==> src/rtl/rv32m_pkg.sv <==
// Shared RV32M sequencer definitions.
// funct3 codes, FSM states and ALU op select.
package rv32m_pkg;

  localparam logic [2:0] F3_MUL    = 3'd0;
  localparam logic [2:0] F3_MULH   = 3'd1;
  localparam logic [2:0] F3_MULHSU = 3'd2;
  localparam logic [2:0] F3_MULHU  = 3'd3;
  localparam logic [2:0] F3_DIV    = 3'd4;
  localparam logic [2:0] F3_DIVU   = 3'd5;
  localparam logic [2:0] F3_REM    = 3'd6;
  localparam logic [2:0] F3_REMU   = 3'd7;

  localparam logic [2:0] ALU_OP_ADD_SUB = 3'd0;

  typedef enum logic [2:0] {
    S_IDLE = 3'd0,
    S_PREP = 3'd1,
    S_RUN  = 3'd2,
    S_FIX  = 3'd3,
    S_DONE = 3'd4
  } state_e;

  function automatic logic is_div(
    input logic [2:0] f3
  );
    return f3[2];
  endfunction

endpackage

==> src/rtl/muldiv_negate.sv <==
// Conditional two's complement.
// Used for operand magnitudes and result sign fix-up.
module muldiv_negate #(
  parameter int W = 64
) (
  input  logic         en_i,
  input  logic [W-1:0] val_i,
  output logic [W-1:0] val_o
);

  assign val_o = en_i ? (~val_i + W'(1)) : val_i;

endmodule

==> src/rtl/alu_muldiv_seq.sv <==
// Radix-2 RV32M multiply/divide sequencer.
// Borrows the shared ALU for one add/sub per cycle.
module alu_muldiv_seq
  import rv32m_pkg::*;
#(
  parameter int XLEN      = 32,
  parameter bit FAST_ZERO = 1'b1
) (
  input  logic            clk,
  input  logic            rst_n,
  input  logic            req_valid,
  output logic            req_ready,
  input  logic [2:0]      req_funct3,
  input  logic [XLEN-1:0] req_rs1,
  input  logic [XLEN-1:0] req_rs2,
  input  logic            flush,
  output logic            res_valid,
  input  logic            res_ready,
  output logic [XLEN-1:0] res_data,
  output logic            alu_own,
  output logic [XLEN-1:0] seq_alu_op1,
  output logic [XLEN-1:0] seq_alu_op2,
  output logic [2:0]      seq_alu_func,
  output logic            seq_sub_sra,
  input  logic [XLEN-1:0] alu_q,
  input  logic            alu_ltu
);

  state_e          state_q;
  logic [2:0]      f3_q;
  logic [XLEN-1:0] a_q, b_q;
  logic [XLEN-1:0] hi_q, lo_q, opb_q;
  logic [XLEN-1:0] res_q;
  logic            neg_q, valid_q;
  logic [4:0]      cnt_q;

  logic            in_prep, in_run, in_fix;
  logic            div_op, rem_op, sgn_a, sgn_b;
  logic            sa, sb, neg_res;
  logic            div_zero, div_ovf, mul_zero;
  logic [XLEN-1:0] spec_res, fix_res;
  logic [2*XLEN-1:0] fix_in, neg_in, neg_out;
  logic            neg_en;
  logic [XLEN-1:0] mag_b;
  logic            m_add, m_c, d_take;
  logic [XLEN-1:0] m_sum;

  assign in_prep = (state_q == S_PREP);
  assign in_run  = (state_q == S_RUN);
  assign in_fix  = (state_q == S_FIX);

  assign div_op = is_div(f3_q);
  assign rem_op = f3_q[1];
  assign sgn_a  = (f3_q == F3_MULH) || (f3_q == F3_MULHSU)
               || (f3_q == F3_DIV)  || (f3_q == F3_REM);
  assign sgn_b  = (f3_q == F3_MULH) || (f3_q == F3_DIV)
               || (f3_q == F3_REM);
  assign sa = sgn_a & a_q[XLEN-1];
  assign sb = sgn_b & b_q[XLEN-1];
  assign neg_res = (div_op && rem_op) ? sa : (sa ^ sb);

  assign fix_in = div_op
    ? {{XLEN{1'b0}}, (rem_op ? hi_q : lo_q)}
    : {hi_q, lo_q};
  assign neg_in = in_prep ? {{XLEN{1'b0}}, a_q} : fix_in;
  assign neg_en = in_prep ? sa : (in_fix & neg_q);

  muldiv_negate #(.W(2*XLEN)) u_neg_a (
    .en_i  (neg_en),
    .val_i (neg_in),
    .val_o (neg_out)
  );

  muldiv_negate #(.W(XLEN)) u_neg_b (
    .en_i  (sb),
    .val_i (b_q),
    .val_o (mag_b)
  );

  assign fix_res = (div_op || f3_q == F3_MUL)
    ? neg_out[XLEN-1:0]
    : neg_out[2*XLEN-1:XLEN];

  assign div_zero = div_op && (b_q == '0);
  assign div_ovf  = ((f3_q == F3_DIV) || (f3_q == F3_REM))
                 && (a_q == 32'h8000_0000)
                 && (b_q == 32'hFFFF_FFFF);
  assign mul_zero = FAST_ZERO && !div_op
                 && ((a_q == '0) || (b_q == '0));

  always_comb begin
    spec_res = '0;
    unique case (1'b1)
      div_zero: spec_res = rem_op ? a_q : '1;
      div_ovf:  spec_res = rem_op ? '0 : 32'h8000_0000;
      default:  spec_res = '0;
    endcase
  end

  // Divide shifts {rem,quo} left one bit before the trial subtract.
  assign seq_alu_op1 = !in_run ? '0
    : div_op ? {hi_q[XLEN-2:0], lo_q[XLEN-1]} : hi_q;
  assign seq_alu_op2  = in_run ? opb_q : '0;
  assign seq_sub_sra  = in_run & div_op;
  assign seq_alu_func = ALU_OP_ADD_SUB;
  assign alu_own      = in_run;

  assign m_add  = lo_q[0];
  assign m_sum  = m_add ? alu_q : hi_q;
  assign m_c    = m_add && (alu_q < hi_q);
  assign d_take = hi_q[XLEN-1] | ~alu_ltu;

  assign req_ready = (state_q == S_IDLE);
  assign res_valid = valid_q;
  assign res_data  = res_q;

  always_ff @(posedge clk or negedge rst_n) begin
    if (!rst_n) begin
      state_q <= S_IDLE;
      f3_q    <= '0;
      a_q     <= '0;
      b_q     <= '0;
      hi_q    <= '0;
      lo_q    <= '0;
      opb_q   <= '0;
      res_q   <= '0;
      neg_q   <= 1'b0;
      valid_q <= 1'b0;
      cnt_q   <= '0;
    end else if (flush && state_q != S_IDLE) begin
      state_q <= S_IDLE;
      valid_q <= 1'b0;
    end else begin
      case (state_q)
        S_IDLE: begin
          if (req_valid && !flush) begin
            f3_q    <= req_funct3;
            a_q     <= req_rs1;
            b_q     <= req_rs2;
            state_q <= S_PREP;
          end
        end
        S_PREP: begin
          neg_q <= neg_res;
          cnt_q <= '0;
          hi_q  <= '0;
          if (div_op) begin
            lo_q  <= neg_out[XLEN-1:0];
            opb_q <= mag_b;
          end else begin
            lo_q  <= mag_b;
            opb_q <= neg_out[XLEN-1:0];
          end
          if (div_zero || div_ovf || mul_zero) begin
            res_q   <= spec_res;
            valid_q <= 1'b1;
            state_q <= S_DONE;
          end else begin
            state_q <= S_RUN;
          end
        end
        S_RUN: begin
          if (div_op) begin
            hi_q <= d_take ? alu_q : seq_alu_op1;
            lo_q <= {lo_q[XLEN-2:0], d_take};
          end else begin
            hi_q <= {m_c, m_sum[XLEN-1:1]};
            lo_q <= {m_sum[0], lo_q[XLEN-1:1]};
          end
          cnt_q <= cnt_q + 5'd1;
          if (cnt_q == 5'd31) state_q <= S_FIX;
        end
        S_FIX: begin
          res_q   <= fix_res;
          valid_q <= 1'b1;
          state_q <= S_DONE;
        end
        S_DONE: begin
          if (res_ready) begin
            valid_q <= 1'b0;
            state_q <= S_IDLE;
          end
        end
        default: state_q <= S_IDLE;
      endcase
    end
  end

endmodule

==> config.mk <==
export PLATFORM = sky130hd
export DESIGN_NAME = alu_muldiv_seq
export DESIGN_NICKNAME = d
export VERILOG_FILES = /design/src/rtl/rv32m_pkg.sv /design/src/rtl/muldiv_negate.sv /design/src/rtl/alu_muldiv_seq.sv
export SDC_FILE = /design/constraint.sdc
export NUM_CORES = 1
export LEC_CHECK = 0
export CAP_MARGIN = 25
export CORE_MARGIN = 2
export CORE_UTILIZATION = 35
export CTS_BUF_LIST = sky130_fd_sc_hd__clkbuf_2
export DETAILED_ROUTE_END_ITERATION = 7
export GPL_TIMING_DRIVEN = 0
export HOLD_SLACK_MARGIN = 0.06
export PLACE_DENSITY_LB_ADDON = 0.15
export SYNTH_ARGS = -nofsm -noshare
export SYNTH_HDL_FRONTEND = slang
export SYNTH_SLANG_ARGS = --single-unit
==> constraint.sdc <==
create_clock -name clk -period 4.65 [get_ports clk]
set_input_delay 1.395 -clock clk [delete_from_list [all_inputs] [get_ports clk]]
set_output_delay 1.395 -clock clk [all_outputs]
set_load 0.005 [all_outputs]
* Word-level counts from Yosys, hierarchy flattened
Index checks and enable logic that the tools add are counted.
Word-level totals: input port bits 105, memories kept 0, flip-flop bits (word level) 205, output and inout bits 103, bits in latches 0, word-level logic and storage cells 110, bits in read-only memories 0, RAM bits 0
Cells by class: shifts and indexed selects 0, bitwise operators 10, div/mod/pow operators 0, multiplexer cells 35, magnitude comparators 1, add/subtract/negate cells 3, reductions and logical operators 34, multiply operators 0, eq/ne operators 16
Operators by type and width (count):
- $mux W32 | 15
- $pmux W32 S2 | 4
- $mux W64 | 3
- $add A64 B1 Y64 const B | 1
- $eq A32 B32 Y1 const B | 2
- $logic_not A32 Y1 | 2
- $not A64 Y64 | 1
- $add A32 B1 Y32 const B | 1
- $lt A32 B32 Y1 | 1
- $not A32 Y32 | 1
- $mux W3 | 5
- $pmux W3 S5 | 1
- $reduce_and A3 Y1 | 4
- $logic_or A1 B1 Y1 | 10
- $pmux W5 S2 | 1
- $eq A3 B2 Y1 const B | 3
- $eq A3 B3 Y1 const B | 3
- $ne A3 B1 Y1 const B | 3
- $logic_and A1 B1 Y1 | 8
- $eq A3 B1 Y1 const B | 2
- $logic_not A3 Y1 | 2
- $add A5 B1 Y5 const B | 1
- $eq A5 B5 Y1 const B | 1
- $mux W1 | 5
- 12 further kinds | 19

* Logic depth before layout (Yosys ltp)
depth in word-level cells 9, gate-level depth with buffers 17, depth with buffers taken out 13

* By module
A second synthesis with hierarchy kept.
Unflattened totals: cell total of the unflattened synthesis 1605, area, all modules 15232.1 um^2
By module, submodules not included:
- alu_muldiv_seq | cells each 1300, area each 12806.0 um^2, times used 1, seq. area each 5129.9 um^2
- muldiv_negate (u_neg_a) | cells each 206, area each 1649.1 um^2, times used 1, seq. area each 0.0 um^2
- muldiv_negate (u_neg_b) | cells each 99, area each 777.0 um^2, times used 1, seq. area each 0.0 um^2

* Worst setup path after synthesis
No wires, ideal clock.
path kind flip-flop to flip-flop, from register state_q[1], to register res_q[18] (netlist: res_data[18]), arrival 3.920 ns, clock period less this slack 4.045 ns, stages on the path, launching flop included 18, required time 4.525 ns, buffers on the path 5, library setup time 0.125 ns, setup slack 0.605 ns, path through dfrtp_1 -> buf_2 -> nor3b_2 -> buf_4 -> buf_2 -> buf_1 -> buf_2 -> a21oi_1 -> a21oi_1 -> ha_1 -> and2_1 -> a32oi_1 -> nor4b_2 -> a41oi_1 -> nor3b_2 -> mux2i_1 -> o211ai_1 -> mux2_2
Between the ends: cells in the longest elaborated chain, start to end 7, elaborated cells between the ends (all ways) 16, classes of those cells add/sub: 1; eq/ne: 3; mux: 5; bitwise: 3; reduce/logical: 4
RTL lines:
- from (decl) | line alu_muldiv_seq.sv:29 | state_e state_q;
- from (signal assigned) | line alu_muldiv_seq.sv:119 | state_q <= S_IDLE;
- from (signal assigned) | line alu_muldiv_seq.sv:131 | state_q <= S_IDLE;
- from (signal assigned) | line alu_muldiv_seq.sv:140 | state_q <= S_PREP;
- $eq A3 B1 Y1 | line alu_muldiv_seq.sv:48, alu_muldiv_seq.sv:134
- $mux W64 | line alu_muldiv_seq.sv:65 | assign neg_in = in_prep ? {{XLEN{1'b0}}, a_q} : fix_in;
- $not A64 Y64 | line muldiv_negate.sv:11 | assign val_o = en_i ? (~val_i + W'(1)) : val_i;
- $add A64 B1 Y64 | line muldiv_negate.sv:11
- $mux W64 | line muldiv_negate.sv:11
- $mux W32 | line alu_muldiv_seq.sv:81 | ? neg_out[XLEN-1:0]
- $pmux W32 S2 | line alu_muldiv_seq.sv:134 | case (state_q)
- to (signal assigned) | line alu_muldiv_seq.sv:155 | res_q <= spec_res;
- to (signal assigned) | line alu_muldiv_seq.sv:174 | res_q <= fix_res;
- to (decl) | line alu_muldiv_seq.sv:33 | logic [XLEN-1:0] res_q;
Several ways; a longest one is shown, not always the timed one. A chain may end at the register's enable or synchronous reset.

* Worst setup path after layout
from register f3_q[2], to register res_q[25] (netlist: res_data[25])
Between the ends: cells in the longest elaborated chain, start to end 9, elaborated cells between the ends (all ways) 30, classes of those cells add/sub: 1; eq/ne: 5; mux: 8; bitwise: 2; reduce/logical: 14
RTL lines:
- from (decl) | line alu_muldiv_seq.sv:30 | logic [2:0] f3_q;
- from (signal assigned) | line alu_muldiv_seq.sv:137 | f3_q <= req_funct3;
- branches (longest 9 deep; another with $add A64 B1 Y64)
Parallel ways; which one is timed is not known. The select of a mux whose other input is x is not followed.

==> results.toml <==
[power_and_ir_drop]
p_per_area_nw_per_um2 = 541
ir_worst_vdd_v = 0.000259
cellLeakagePower_nw = 8.21

[die]
ios = 208
die_h_um = 222
dieArea_um2 = 49200
start_util_pct = 35.5
core_um2 = 46800
fp-row-count = 79
die_x_um = 222

[outcome]
status = "complete, but fails checks"
violations = "setup timing"

[grt]
grt_pass1_wl_um = 138000
grt_use_total_pct = 39.2
grt_pass1_vias = 18500
grt_max_degree = 115
overflow = 0
grt_antenna_before_repair = 1

[flow_run]
maxCapViolCount = 0

[placement]
dp_slack_ps = -1740
place.detailed.hpwl_um = 77700
port_buffers = 204
dpl-instance-area_um2 = 19500
gp_congestion = 1.05
numPlacedInstances = 2948

[setup_path]
end_kind = "flop"
arrival_ps = 5780
worstReg2RegStart = "f3_q[2]"
criticalPathCategory = "reg2reg"
startpoint = "f3_q[2]"
critical_path_required_ps = 5600
worst-r2r-cell-count = 10
critPathMaxFanout = 10
cp-start-kind = "flop"

[synthesis]
syn-cell-area_um2 = 16600
synth_compound_area_share_pct = 23.8
synth_xor_area_share_pct = 3.69
synth-seq-cells = 205
avgSynthCellArea_um2 = 7.81
syn_inst = 2129
synth_edf_count = 0
synthDistinctLibCells = 93
synth.area.mux_share_pct = 9.19
synthAdderAreaFrac_pct = 2.71
ys_seq_area_share_pct = 30.9
yosys.area_share.simple_pct = 23.8
async_flop_share_pct = 100
yosysWarnings = 0
synth_top_family_by_area = "simple AND/OR/NAND/NOR gates"
yosys_most_used_dff = "dfrtp_1"

[detailed_routing]
drt_iter0_markers = 2599
drt_first_pass_iters = 6
drc = 0
viasPerCell = 6.39
vias = 19500
ant_nets = 0
post_drt_wl_per_cell_um = 32.2
postRouteWirelength_um = 98500

[cells_and_area]
syn_to_final_growth_pct = 22.5
final_cells = 3059
utilization_pct = 43.5
drive_above_1_share_pct = 12.4
stdcell_area_um2 = 20400
nNetsFinal = 2545

[timing]
setup_viol = 16
rsz0062_at_grt = "yes"
finClkSkew_ps = 114
tightest_slew_ps = 1100
fin_crit_ps = 4830
hold_viol = 0
fmax_ghz = 0.207
hold_ws_ps = 302
finalMaxSlewViolations = 0
fin_ws_ps = -182
max_slew_margin_pct = 25.9
post-route-period-util_pct = 104

[clock_network]
path_clk_slew_ps = 130
cts-root-buf = "clkbuf_2"
clk_latency_ps = 1080
h-tree-depth = 2
postCtsHoldBufs = 0
cts_inserted_buffers = 60
cts_tree = "yes"
cts_sinks = 205
clock_path_buffers = 3

[min_path]
hp-class = "in2async"
state kept, by name (all words and copies together), names as in the netlist:
name       count
neg_q          1
cnt_q          5
hi_q          32
f3_q           3
a_q           32
b_q           32
res_data      32
state_q        3
res_valid      1
opb_q         32
lo_q          32
logic make-up after synthesis:
group | after synthesis
xor+xnor | 70
mux | 142
other cells | 1
simple gates | 824
fa+ha+maj | 36
buf+inv | 240
compound gates | 611
flops | 205
layout make-up:
cell class / count / area, um2
Tap cell: 607 / 759
Clock buffer: 85 / 425
Sequential cell: 205 / 5130
Inverter: 50 / 191
Fill cell: 4877 / 26400
Multi-Input combinational cell: 1686 / 10700
Timing Repair Buffer: 217 / 2170
Antenna cell: 2 / 5.00
Clock inverter: 23 / 109
Buffer: 184 / 890
synth_stat cells (29+ instances only):
cell type | count | share of area, %
nand2_1 | 304 | 6.9
nor2_1 | 213 | 4.8
dfrtp_1 | 205 | 31
o21ai_0 | 169 | 5.1
a21oi_1 | 147 | 4.4
clkbuf_1 | 128 | 2.9
mux2_2 | 75 | 5.1
nand3_1 | 68 | 2.0
mux2i_1 | 66 | 4.0
inv_1 | 50 | 1.1
and3_1 | 45 | 1.7
nor3_1 | 42 | 1.3
o211ai_1 | 41 | 1.9
xnor2_1 | 41 | 2.2
ha_1 | 36 | 2.7
a31oi_1 | 34 | 1.3
buf_2 | 33 | 0.99
a211oi_1 | 31 | 1.4
a32o_1 | 31 | 1.9
xor2_1 | 29 | 1.5
power breakdown:
| part | leakage [nW] | internal (mW) | switching [mW] | total, mW |
|---|---|---|---|---|
| clock network | 0.406 | 0.508 | 0.900 | 1.41 |
| logic | 5.30 | 2.04 | 4.22 | 6.25 |
| registers | 2.50 | 2.36 | 0.984 | 3.34 |
path summary, 6_finish.rpt:
| path | endpoint | slack [ps] |
|---|---|---|
| max reg2reg | res_data[25] | -180 |
| min in group clk | opb_q[28] | 470 |
| max | res_data[25] | -180 |
| min | hi_q[23] | 300 |
| max in group asynchronous | lo_q[3] | 3280 |
| min reg2reg | opb_q[28] | 470 |
worst max-delay path, stage by stage (launching register included):
cell       delay (ps)
dfrtp_2           450
buf_6             220
clkbuf_1          600
or3_1             250
nand4b_1          300
a21oi_4           700
clkbuf_2          550
o21ai_0           180
a2111oi_0         860
o21ai_0           330
mux2_2            340
cell usage in the layout (no fill, tap or decap), drive strengths merged, types with 18 or more instances in the layout:
master and n:
xnor2 41, a211oi 31, nor2 213, a21oi 148
a31oi 34, nand4 29, and3 45, nor4 23
mux2 75, clkinv 21, a32o 31, o31ai 18
nand3 69, nand2 304, xor2 29, clkbuf 209
buf 74, o211ai 41, dfrtp 205, ha 36
o21ai 183, a21o 18, clkdlybuf4s50 203, mux2i 66
inv 50, nor3 45
routing by layer:
| layer | global-route usage [%] | part of all wire [%] |
|---|---|---|
| met2 | 55.2 | 40 |
| met3 | 12.2 | 12 |
| met5 | 0 | 0 |
| met4 | 18.9 | 5.4 |
| met1 | 54.1 | 42 |
per-stage QoR:
step | power [mW] | setup TNS (ps)
floorplan | 6.14 | 0
global placement | 9.07 | -1435460
detailed placement | 9.10 | -45330
CTS | 10.6 | 0
global route | 11.4 | -30.9
finish | 11.0 | -1130
what timing repair did:
item | CTS | global route
buffers inserted | 4 | 2
pin swaps | 2 | 2
resized for setup | 62 | 19
setup endpoints to repair | 97 | 43
(Power assumes the default switching activity.)
